[config.mk]
export PLATFORM = sky130hd
export DESIGN_NAME = pc_sequencer
export DESIGN_NICKNAME = d
export VERILOG_FILES = /design/src/rtl/pc_sequencer_pkg.sv /design/src/rtl/pc_sequencer.sv
export SDC_FILE = /design/constraint.sdc
export NUM_CORES = 1
export LEC_CHECK = 0
export CAP_MARGIN = 20
export CORE_MARGIN = 2
export CORE_UTILIZATION = 45
export DETAILED_ROUTE_END_ITERATION = 16
export HOLD_SLACK_MARGIN = 0.06
export PLACE_DENSITY = 0.78
export SETUP_SLACK_MARGIN = 0.15
export SYNTH_ARGS = -nofsm -noshare
export SYNTH_HDL_FRONTEND = slang
export SYNTH_SLANG_ARGS = --single-unit
[constraint.sdc]
create_clock -name clk -period 2.4 [get_ports clk]
set_clock_uncertainty 0.2 [all_clocks]
set_input_delay 0.48 -clock clk [delete_from_list [all_inputs] [get_ports clk]]
set_output_delay 0.48 -clock clk [all_outputs]
set_load 0.005 [all_outputs]
[src/rtl/pc_sequencer_pkg.sv]
// Shared types and constants for the instruction fetch sequencer.
package pc_sequencer_pkg;

    // Fetch/instruction address type.
    typedef logic [31:0] pc_t;

    // Fetch FSM: present request, wait for response, hold for decode.
    typedef enum logic [1:0] {
        ST_FETCH = 2'd0,
        ST_WAIT  = 2'd1,
        ST_HOLD  = 2'd2
    } state_e;

    localparam pc_t         DEFAULT_RESET_PC = 32'h0000_0000;
    localparam logic [15:0] KILL_COUNT_MAX   = 16'hFFFF;
    localparam pc_t         PC_STEP          = 32'h0000_0004;

    // Force an address onto a word boundary.
    function automatic pc_t align_pc(input pc_t addr);
        return {addr[31:2], 2'b00};
    endfunction

endpackage

[src/rtl/pc_sequencer.sv]
// Instruction fetch sequencer: one outstanding request to instruction memory,
// a single-entry hand-off to decode, and redirect handling that discards the
// in-flight or held fetch and counts the discards in a saturating counter.
module pc_sequencer
    import pc_sequencer_pkg::*;
#(
    parameter pc_t RESET_PC = DEFAULT_RESET_PC
) (
    input  logic        clk,
    input  logic        rst,
    output logic        imem_req_valid,
    input  logic        imem_req_ready,
    output logic [31:0] imem_req_addr,
    input  logic        imem_rsp_valid,
    input  logic [31:0] imem_rsp_data,
    output logic        inst_valid,
    input  logic        inst_ready,
    output logic [31:0] inst_data,
    output logic [31:0] inst_pc,
    input  logic        redirect_valid,
    input  logic [31:0] redirect_target,
    output logic [15:0] kill_count
);

    state_e      state_q, state_d;
    pc_t         fetch_pc_q, fetch_pc_d;
    logic        kill_q, kill_d;
    logic [15:0] kill_count_q, kill_count_d;
    logic        inst_valid_q, inst_valid_d;
    logic [31:0] inst_data_q, inst_data_d;
    pc_t         inst_pc_q, inst_pc_d;
    logic        pc_inc_s;
    logic        kill_inc_s;

    // Next-state, capture and kill bookkeeping for the fetch FSM.
    always_comb begin
        state_d     = state_q;
        kill_d      = kill_q;
        inst_data_d = inst_data_q;
        inst_pc_d   = inst_pc_q;
        pc_inc_s    = 1'b0;
        kill_inc_s  = 1'b0;

        case (state_q)
            ST_FETCH: begin
                if (imem_req_ready) begin
                    // A redirect accepted alongside the request poisons its response.
                    state_d = ST_WAIT;
                    kill_d  = redirect_valid;
                end else begin
                    state_d = ST_FETCH;
                    kill_d  = kill_q;
                end
            end
            ST_WAIT: begin
                if (imem_rsp_valid) begin
                    if (kill_q || redirect_valid) begin
                        // Stale response: drop it and go fetch the new path.
                        state_d    = ST_FETCH;
                        kill_d     = 1'b0;
                        kill_inc_s = 1'b1;
                    end else begin
                        state_d     = ST_HOLD;
                        inst_data_d = imem_rsp_data;
                        inst_pc_d   = fetch_pc_q;
                        pc_inc_s    = 1'b1;
                    end
                end else if (redirect_valid) begin
                    // Request still outstanding; stay until it returns, then drop it.
                    kill_d = 1'b1;
                end else begin
                    kill_d = kill_q;
                end
            end
            ST_HOLD: begin
                if (redirect_valid) begin
                    // Redirect wins over a same-cycle decode acceptance.
                    state_d    = ST_FETCH;
                    kill_inc_s = 1'b1;
                end else if (inst_ready) begin
                    state_d = ST_FETCH;
                end else begin
                    state_d = ST_HOLD;
                end
            end
            default: begin
                state_d = ST_FETCH;
                kill_d  = 1'b0;
            end
        endcase

        if (redirect_valid) begin
            fetch_pc_d = align_pc(redirect_target);
        end else if (pc_inc_s) begin
            fetch_pc_d = fetch_pc_q + PC_STEP;
        end else begin
            fetch_pc_d = fetch_pc_q;
        end

        if (kill_inc_s && (kill_count_q != KILL_COUNT_MAX)) begin
            kill_count_d = kill_count_q + 16'd1;
        end else begin
            kill_count_d = kill_count_q;
        end

        inst_valid_d = (state_d == ST_HOLD);
    end

    // State and datapath registers with synchronous reset.
    always_ff @(posedge clk) begin
        if (rst) begin
            state_q      <= ST_FETCH;
            fetch_pc_q   <= RESET_PC;
            kill_q       <= 1'b0;
            kill_count_q <= 16'h0000;
            inst_valid_q <= 1'b0;
            inst_data_q  <= 32'h0000_0000;
            inst_pc_q    <= 32'h0000_0000;
        end else begin
            state_q      <= state_d;
            fetch_pc_q   <= fetch_pc_d;
            kill_q       <= kill_d;
            kill_count_q <= kill_count_d;
            inst_valid_q <= inst_valid_d;
            inst_data_q  <= inst_data_d;
            inst_pc_q    <= inst_pc_d;
        end
    end

    // Request is suppressed while reset is held so memory never sees a fetch then.
    assign imem_req_valid = (state_q == ST_FETCH) && !rst;
    assign imem_req_addr  = fetch_pc_q;
    assign inst_valid     = inst_valid_q;
    assign inst_data      = inst_data_q;
    assign inst_pc        = inst_pc_q;
    assign kill_count     = kill_count_q;

endmodule

==> summary.md, run 1 <==
| Metric | Value |
|---|---|
| CP endpoint kind | flop |
| Static Leak | between 0.002 and 0.003 uW |
| CTS sink cnt | 112 |
| Pre-antenna DRT Iters | 5 |
| Drt initial violations | 352 |
| Worst R2R End | imem_req_addr[28] |
| Die X-Extent | 110 um |
| GRT Overall Usage | 0.257 |
| Number of buffers added on ports | 177 |
| Depth of the most critical reg-to-reg path | 4 |
| Reg-to-reg startpoint | imem_req_addr[17] |
| Clock root buffer | clkbuf_16 |
| RSZ-0062 raised after global routing | yes |
| Total power per unit cell area | 511 nW/um2 |
| Ant diodes | 0 |
| Worst slew pin tran | 500 ps |
| Largest net degree at the start of global routing | 53 |
| Crit path cell chain | clkdlybuf4s50_1 -> and3b_2 -> buf_4 -> nand4_1 -> or3_1 -> a311oi_2 |
| Setup TNS | 0 ps |
| Sequential area share after synthesis | 0.440 |
| Clock Latency Late Sink | 340 ps |
| Post-Route WL | 16,100 um |
| Worst VDD drop | 0.000416 V |
| Die H | 110 um |
| Nets | 914 |
| Max-slew violations | 0 |
| Cell Area, Synth | 5090 um2 |
| First-pass GRT wire length | 24,800 um |
| CTS clk-pin slew, worst paths | approximately 80 ps |
| Reg2Reg Setup Slack | between 200 and 300 ps |
| CTS tree | built |
| Max Buffers Root-to-Sink | 2 |
| Sequential Area | 2250 um2 |
| Multi-input gate area | 2670 um2 |
| Worst hold start | inst_data[24] |
| Routed Antenna Nets | 0 |
| Routed via count | 5,468 |
| Yosys cell types | 62 |
| MaxCap Viol Count | 0 |
| Yosys top cell area share | 0.440 |
| Layout cell share with drive strength beyond 1 | 0.121 |
| Fin Hold WS | 256 ps |
| DRC viols | 0 |
| Share of flip-flops with an asynchronous set or reset | 0 |
| Post-synth top cells | 147 x nand2_1, 112 x dfxtp_1, 84 x a21oi_1, 32 x nor2_1, 20 x clkbuf_1 |
| Die area | 12,200 um2 |
| Crit Path Class | input port to flop |
| Rows | 38 |
| Hold Path Class | flop to flop |
| Post-Synthesis Cells | 639 |
| Cell taking the most area after synthesis | dfxtp_1 |
| Max FO, Critical Path | 5 |
| CP startpoint kind | input port |
| EDFF count, synth | 0 |
| Worst slew margin | 0.667 |
| GRT Residual Overflow | 0 |
| Total CTS buffers | 9 |
| Crit path DAT | roughly 2200 ps |
| Crit share post-route | 0.909 |
| Status | complete, no violations |
| Syn avg cell area | between 7 and 8 um2 |
| Critical Path Slowest Stage Cell | clkdlybuf4s50_1 |
| Core area | 10,900 um2 |
| Synth Warn # | 0 |
| DP HPWL | between 10,000 and 15,000 um |
| Area contributors post-synth | dfxtp_1 44%, nand2_1 11%, a21oi_1 8.3% |
| Critical path required time | 2460 ps |
| Fmax | 458 MHz |
| Hold Path End | inst_data[24] |
| Max incr delay on CP | roughly 500 ps |
| Final hold vios | 0 |
| Final Critical Period | 2180 ps |
| I/O pin cnt | 184 |
| Predominant post-synthesis flop cell | dfxtp_1 |
| Fill cell count | 899 |
| Placer Congestion | around 0.84 |
| H-tree depth | 3 |
| Hold Crit Depth | 2 |
| Initial Util | 0.466 |
| Count leader, synth | nand2_1 |
| Via density | between 5 and 6 |
| Vias in the first global route | between 5,000 and 6,000 |
| Average wire per cell in the routed design | around 16 um |
| Setup violators final | 0 |
| Initial antenna violation count | 0 |
| Area growth syn-to-layout | 50.0% |
| Yosys reg bits | approximately 110 |
how the worst max path moves through the flow:
stage / startpoint / cells after the start / slack [ps] / end
2_1_floorplan: state_q[1] / 7 / 250 / imem_req_addr[26]
3_3_place_gp: imem_rsp_valid / 5 / -120 / imem_req_addr[26]
3_5_place_dp: imem_rsp_valid / 5 / -200 / imem_req_addr[20]
4_1_cts: state_q[1] / 4 / 150 / imem_req_valid
5_1_grt: redirect_valid / 6 / 60 / imem_req_addr[27]
6_report: imem_rsp_valid / 6 / 220 / imem_req_addr[17]
per-stage QoR:
| stage | area, um2 | std cells | power [uW] | utilization | worst slack (ps) |
|---|---|---|---|---|---|
| after CTS | 7560 | 980 | 3910 | 0.692 | 148 |
| after floorplan | 5100 | 642 | 2180 | - | 255 |
| after global placement | 7270 | 964 | 2480 | 0.665 | -121 |
| after global routing | 7630 | 983 | 4040 | 0.698 | 63.0 |
| after detailed placement | 7270 | 964 | 2490 | 0.665 | -197 |
| final | 7630 | 983 | 3900 | 0.698 | 218 |
cells in the final DEF (no fill, tap or decap), types with 3 or more instances in the layout:
cell	synthesis	final
a21oi_1	84	84
ha_1	6	5
inv_1	17	15
nor3b_1	7	7
a211o_1	3	3
nor3_1	6	6
o31ai_1	15	15
buf_4	4	51
and3_1	6	3
a31oi_1	6	6
nand4_1	8	8
nor4_1	8	8
mux2_2	6	6
nand2b_1	3	3
clkdlybuf4s50_1	0	175
and4_2	2	3
or3_1	10	10
nand2_1	147	147
dfxtp_1	112	106
or4_1	10	10
o311ai_0	4	3
and3_2	0	3
inv_6	0	3
clkbuf_16	0	9
nor2_1	32	32
o21ai_0	16	16
a211oi_1	10	10
dfxtp_2	0	5
nand3_1	17	17
conb_1	1	4
xnor2_1	3	3
nor2b_1	7	7
a311oi_1	10	9
state kept, by name, indices dropped and copies added (netlist names):
register and count:
kill_count 16, kill_q 1, state_q 2, imem_req_addr 30, inst_data 32, inst_valid 1, inst_pc 30
cell families after synthesis:
kind of cell | Yosys count | share of synthesized area
muxes | 7 | 0.0152
xor gates and xnor gates | 5 | 0.00860
AOI/OAI and AO/OA | 168 | 0.208
DFF | 112 | 0.440
adders and majority gates | 6 | 0.0147
buffers and inverters | 63 | 0.0519
other | 1 | 0.000737
and+or+nand+nor | 277 | 0.261
report_power, final:
group | internal [uW] | switching [uW]
clock | 727 | 711
sequential | 1910 | 53.2
combinational | 282 | 222
layer usage:
layer | wire (um) | up-vias | global-route usage
li1 | - | 2672 | -
met1 | 6600 | 2579 | 0.306
met2 | 7970 | 192 | 0.450
met3 | 1260 | 25 | 0.0700
met4 | 312 | 0 | 0.0839
met5 | 0 | - | 0
cell type report:
type / instances / share of cell area
Sequential cell: 112 / 0.295
Timing Repair Buffer: 229 / 0.286
Tap cell: 140 / 0.0229
Clock inverter: 5 / 0.00606
Multi-Input combinational cell: 468 / 0.350
Clock buffer: 11 / 0.0305
Inverter: 18 / 0.00934
repair_timing:
item	in CTS	in global routing
resized for setup	7	17
cloned	0	1
setup endpoints to repair	4	12
pin swaps	0	3
setup buffers	0	2
hold buffers	0	0
critical path: cells and delay by family:
family | cells | cell delay [ps]
compound gates | 1 | 270
simple gates | 3 | 870
buf+inv | 2 | 620
(Power assumes the default switching activity.)
==> run 2: changes to the inputs <==
--- a/config.mk
+++ b/config.mk
@@ -5,7 +5,6 @@
 export SDC_FILE = /design/constraint.sdc
 export NUM_CORES = 1
 export LEC_CHECK = 0
-export CAP_MARGIN = 20
 export CORE_MARGIN = 2
 export CORE_UTILIZATION = 45
 export DETAILED_ROUTE_END_ITERATION = 16
==> results of run 2 <==
No change in the layout: final DEF, timing and power equal those of run 1.
==> run 3: changes to the inputs <==
--- a/config.mk
+++ b/config.mk
@@ -5,8 +5,10 @@
 export SDC_FILE = /design/constraint.sdc
 export NUM_CORES = 1
 export LEC_CHECK = 0
+export CELL_PAD_IN_SITES_DETAIL_PLACEMENT = 2
+export CELL_PAD_IN_SITES_GLOBAL_PLACEMENT = 2
 export CORE_MARGIN = 2
-export CORE_UTILIZATION = 45
+export CORE_UTILIZATION = 25
 export DETAILED_ROUTE_END_ITERATION = 16
 export HOLD_SLACK_MARGIN = 0.06
 export PLACE_DENSITY = 0.78
==> run 3 against run 2 <==
Effect of this change: fmax is 1.9% lower; first-iteration DRC count is 35% lower; sequential share of layout area is 1.1 points lower; non-clock buffer count is 14 higher; routed wire length is 33% higher; largest power group unchanged; highest routed layer is now met5.
==> summary.md, run 3 (same netlist as run 1, synthesis figures left out) <==
| Metric | Value |
|---|---|
| Status | complete, no violations |
| Post-Layout Cell Count | 1,127 (+15%) |
| Final hold vios | 0 (unchanged) |
| Vias in the first global route | 6,141 (+18%) |
| Total CTS buffers | 9 (unchanged) |
| Nets | 928 (+1.5%) |
| Crit Path Class | flop to flop |
| Placer Congestion | 0.813 (-3.5%) |
| Worst VDD drop | 0.000406 V (-2.4%) |
| Core area | 20,100 um2 (+84%) |
| Commonest cells after routing, fill and taps aside | 174 x clkdlybuf4s50_1, 147 x nand2_1, 109 x dfxtp_1 |
| Initial Util | 0.253 (-0.212) |
| Worst slew margin | 0.617 (-0.0497) |
| Pre-CTS setup slack | -243 ps (-45.5 ps) |
| MaxCap Viol Count | 0 (unchanged) |
| CTS tree | built |
| Die area | 21,500 um2 (+77%) |
| Max-slew violations | 0 (unchanged) |
| H-tree depth | 3 (unchanged) |
| Post-route cell area | 7930 um2 (+3.8%) |
| DP Area | 7490 um2 (+3.1%) |
| Critical Path Slowest Stage Cell | or4_1 |
| Setup violators final | 0 (unchanged) |
| Fmax | 449 MHz (-1.9%) |
| Final setup margin | 175 ps (-42.4 ps) |
| Final Critical Period | 2220 ps (+42.4 ps) |
| CP startpoint kind | flop |
| CTS clk-pin slew, worst paths | 80 ps (about the same) |
| Average wire per cell in the routed design | 19.1 um (+16%) |
| Met3 usage | 0.0348 (-0.0352) |
| Largest net degree at the start of global routing | 73 (+38%) |
| Final Core Density | 0.394 (-0.304) |
| Delay-heaviest family, CP | simple AND/OR/NAND/NOR gates |
| Initial antenna violation count | 2 (+2) |
| Layout cell share with drive strength beyond 1 | 0.137 (+0.0157) |
| I/O pin cnt | 184 (unchanged) |
| GRT Residual Overflow | 0 (unchanged) |
| Fill cell count | 2,234 (+150%) |
| Drt initial violations | 228 (-35%) |
| Static Leak | 0.00269 uW (+2.1%) |
| Max FO, Critical Path | 5 (unchanged) |
| GR Util met2 | 0.354 (-0.0958) |
| Sequential Area | 2250 um2 (-0.17%) |
| Worst Path Buf+Inv | 0 (-2) |
| Rows | 52 (+37%) |
| CTS sink cnt | 112 (unchanged) |
| Total power per unit cell area | 504 nW/um2 (-1.5%) |
| Critical path required time | 2450 ps (about the same) |
| DRC viols | 0 (unchanged) |
| Placed Cells | 1,104 (+15%) |
| Max reg flops | 32 (unchanged) |
| DP HPWL | 16,000 um (+37%) |
| Max Buffers Root-to-Sink | 2 (unchanged) |
| Most common cell after layout, fill and taps aside | clkdlybuf4s50_1 |
| Via density | 5.01 (-9.9%) |
| Multi-input gate area | 2710 um2 (+1.3%) |
| RSZ-0062 raised after global routing | yes |
| Routed Antenna Nets | 0 (unchanged) |
| GRT Overall Usage | 0.195 (-0.0626) |
| Cts hold-fix bufs | 0 (unchanged) |
| Met1 Track Usage GR | 0.229 (-0.0762) |
| Clock root buffer | clkbuf_16 |
| Crit path cell chain | and4_1 -> nand3_2 -> or4_1 -> a311oi_2 |
| Die X-Extent | 147 um (+33%) |
| Pre-antenna DRT Iters | 4 (-1) |
| Total power | 3990 uW (+2.3%) |
| Clock Latency Late Sink | 360 ps (+20 ps) |
| Max incr delay on CP | 580 ps (+90 ps) |
| Area growth syn-to-layout | 55.7% |
| First-pass GRT wire length | 33,700 um (+36%) |
| GR peak layer | met2 |
| Crit path DAT | 2280 ps (+40 ps) |
| Number of buffers added on ports | 177 (unchanged) |
| Die H | 147 um (+33%) |
| Post-Route WL | 21,500 um (+33%) |
| CP endpoint kind | flop |
| Routed via count | 5,650 (+3.3%) |
| Crit share post-route | 0.927 (+0.0177) |
| Worst slew pin tran | 574 ps (+74.4 ps) |
| Hold Path Class | flop to flop |
==> run 3: cell count changes in the layout (fill, tap and decap cells not counted), sizes merged <==
cell	before	now
buf	53	67
clkbuf	11	10
clkdlybuf4s50	175	174
clkinv	1	2
diode	0	1
inv	21	19
dlygate4sd2	0	1
clkinvlp	1	2
==> run 3: where the power goes <==
group / switching [uW] / internal (uW)
sequential: 52.5 / 1910
combinational: 247 / 292
clock: 756 / 739
total: 1060 / 2940
==> run 3: what timing repair did <==
item | CTS | global route
pin swaps | 2 | 3
resized for setup | 10 | 18
endpoints found under the hold margin | 0 | 0
setup buffers | 1 | 5
gates cloned | 0 | 1
endpoints found under the setup margin | 14 | 34
==> run 3: final cells by class <==
class | instances | area share
multi-input cells | 468 | 0.341
clock buffers | 10 | 0.0301
inverters | 18 | 0.00852
well taps | 270 | 0.0426
flip-flops and latches | 112 | 0.284
clock inverters | 5 | 0.00521
repair buffers | 243 | 0.288
diodes | 1 | 0.000316
==> run 3: worst paths after layout <==
kind	startpoint	end	slack [ps]	depth (start not counted)
worst max-delay path	imem_req_addr[3]	imem_req_addr[19]	180	4
worst max register to register	imem_req_addr[3]	imem_req_addr[19]	180	4
worst min register to register	inst_data[2]	inst_data[2]	260	2
worst min-delay path	inst_data[2]	inst_data[2]	260	2
==> run 3: stage by stage <==
step / hold slack (ps) / TNS [ps]
after floorplan: 253 / 0
after global placement: 241 / -2940
after detailed placement: 254 / -7310
after CTS: 264 / 0
after global routing: 283 / 0
final: 260 / 0
==> run 3: tightest hold or removal path, cell delays in order, from the launching register on <==
cell and delay [ps]:
dfxtp_1 310, nand2_1 50, a21oi_1 50
==> run 3: per-layer routing <==
metal / wire (um) / part of all wire
met1: 9060 / 0.42
met2: 10900 / 0.51
met3: 1010 / 0.047
met4: 539 / 0.025
met5: 11 / 0.00051
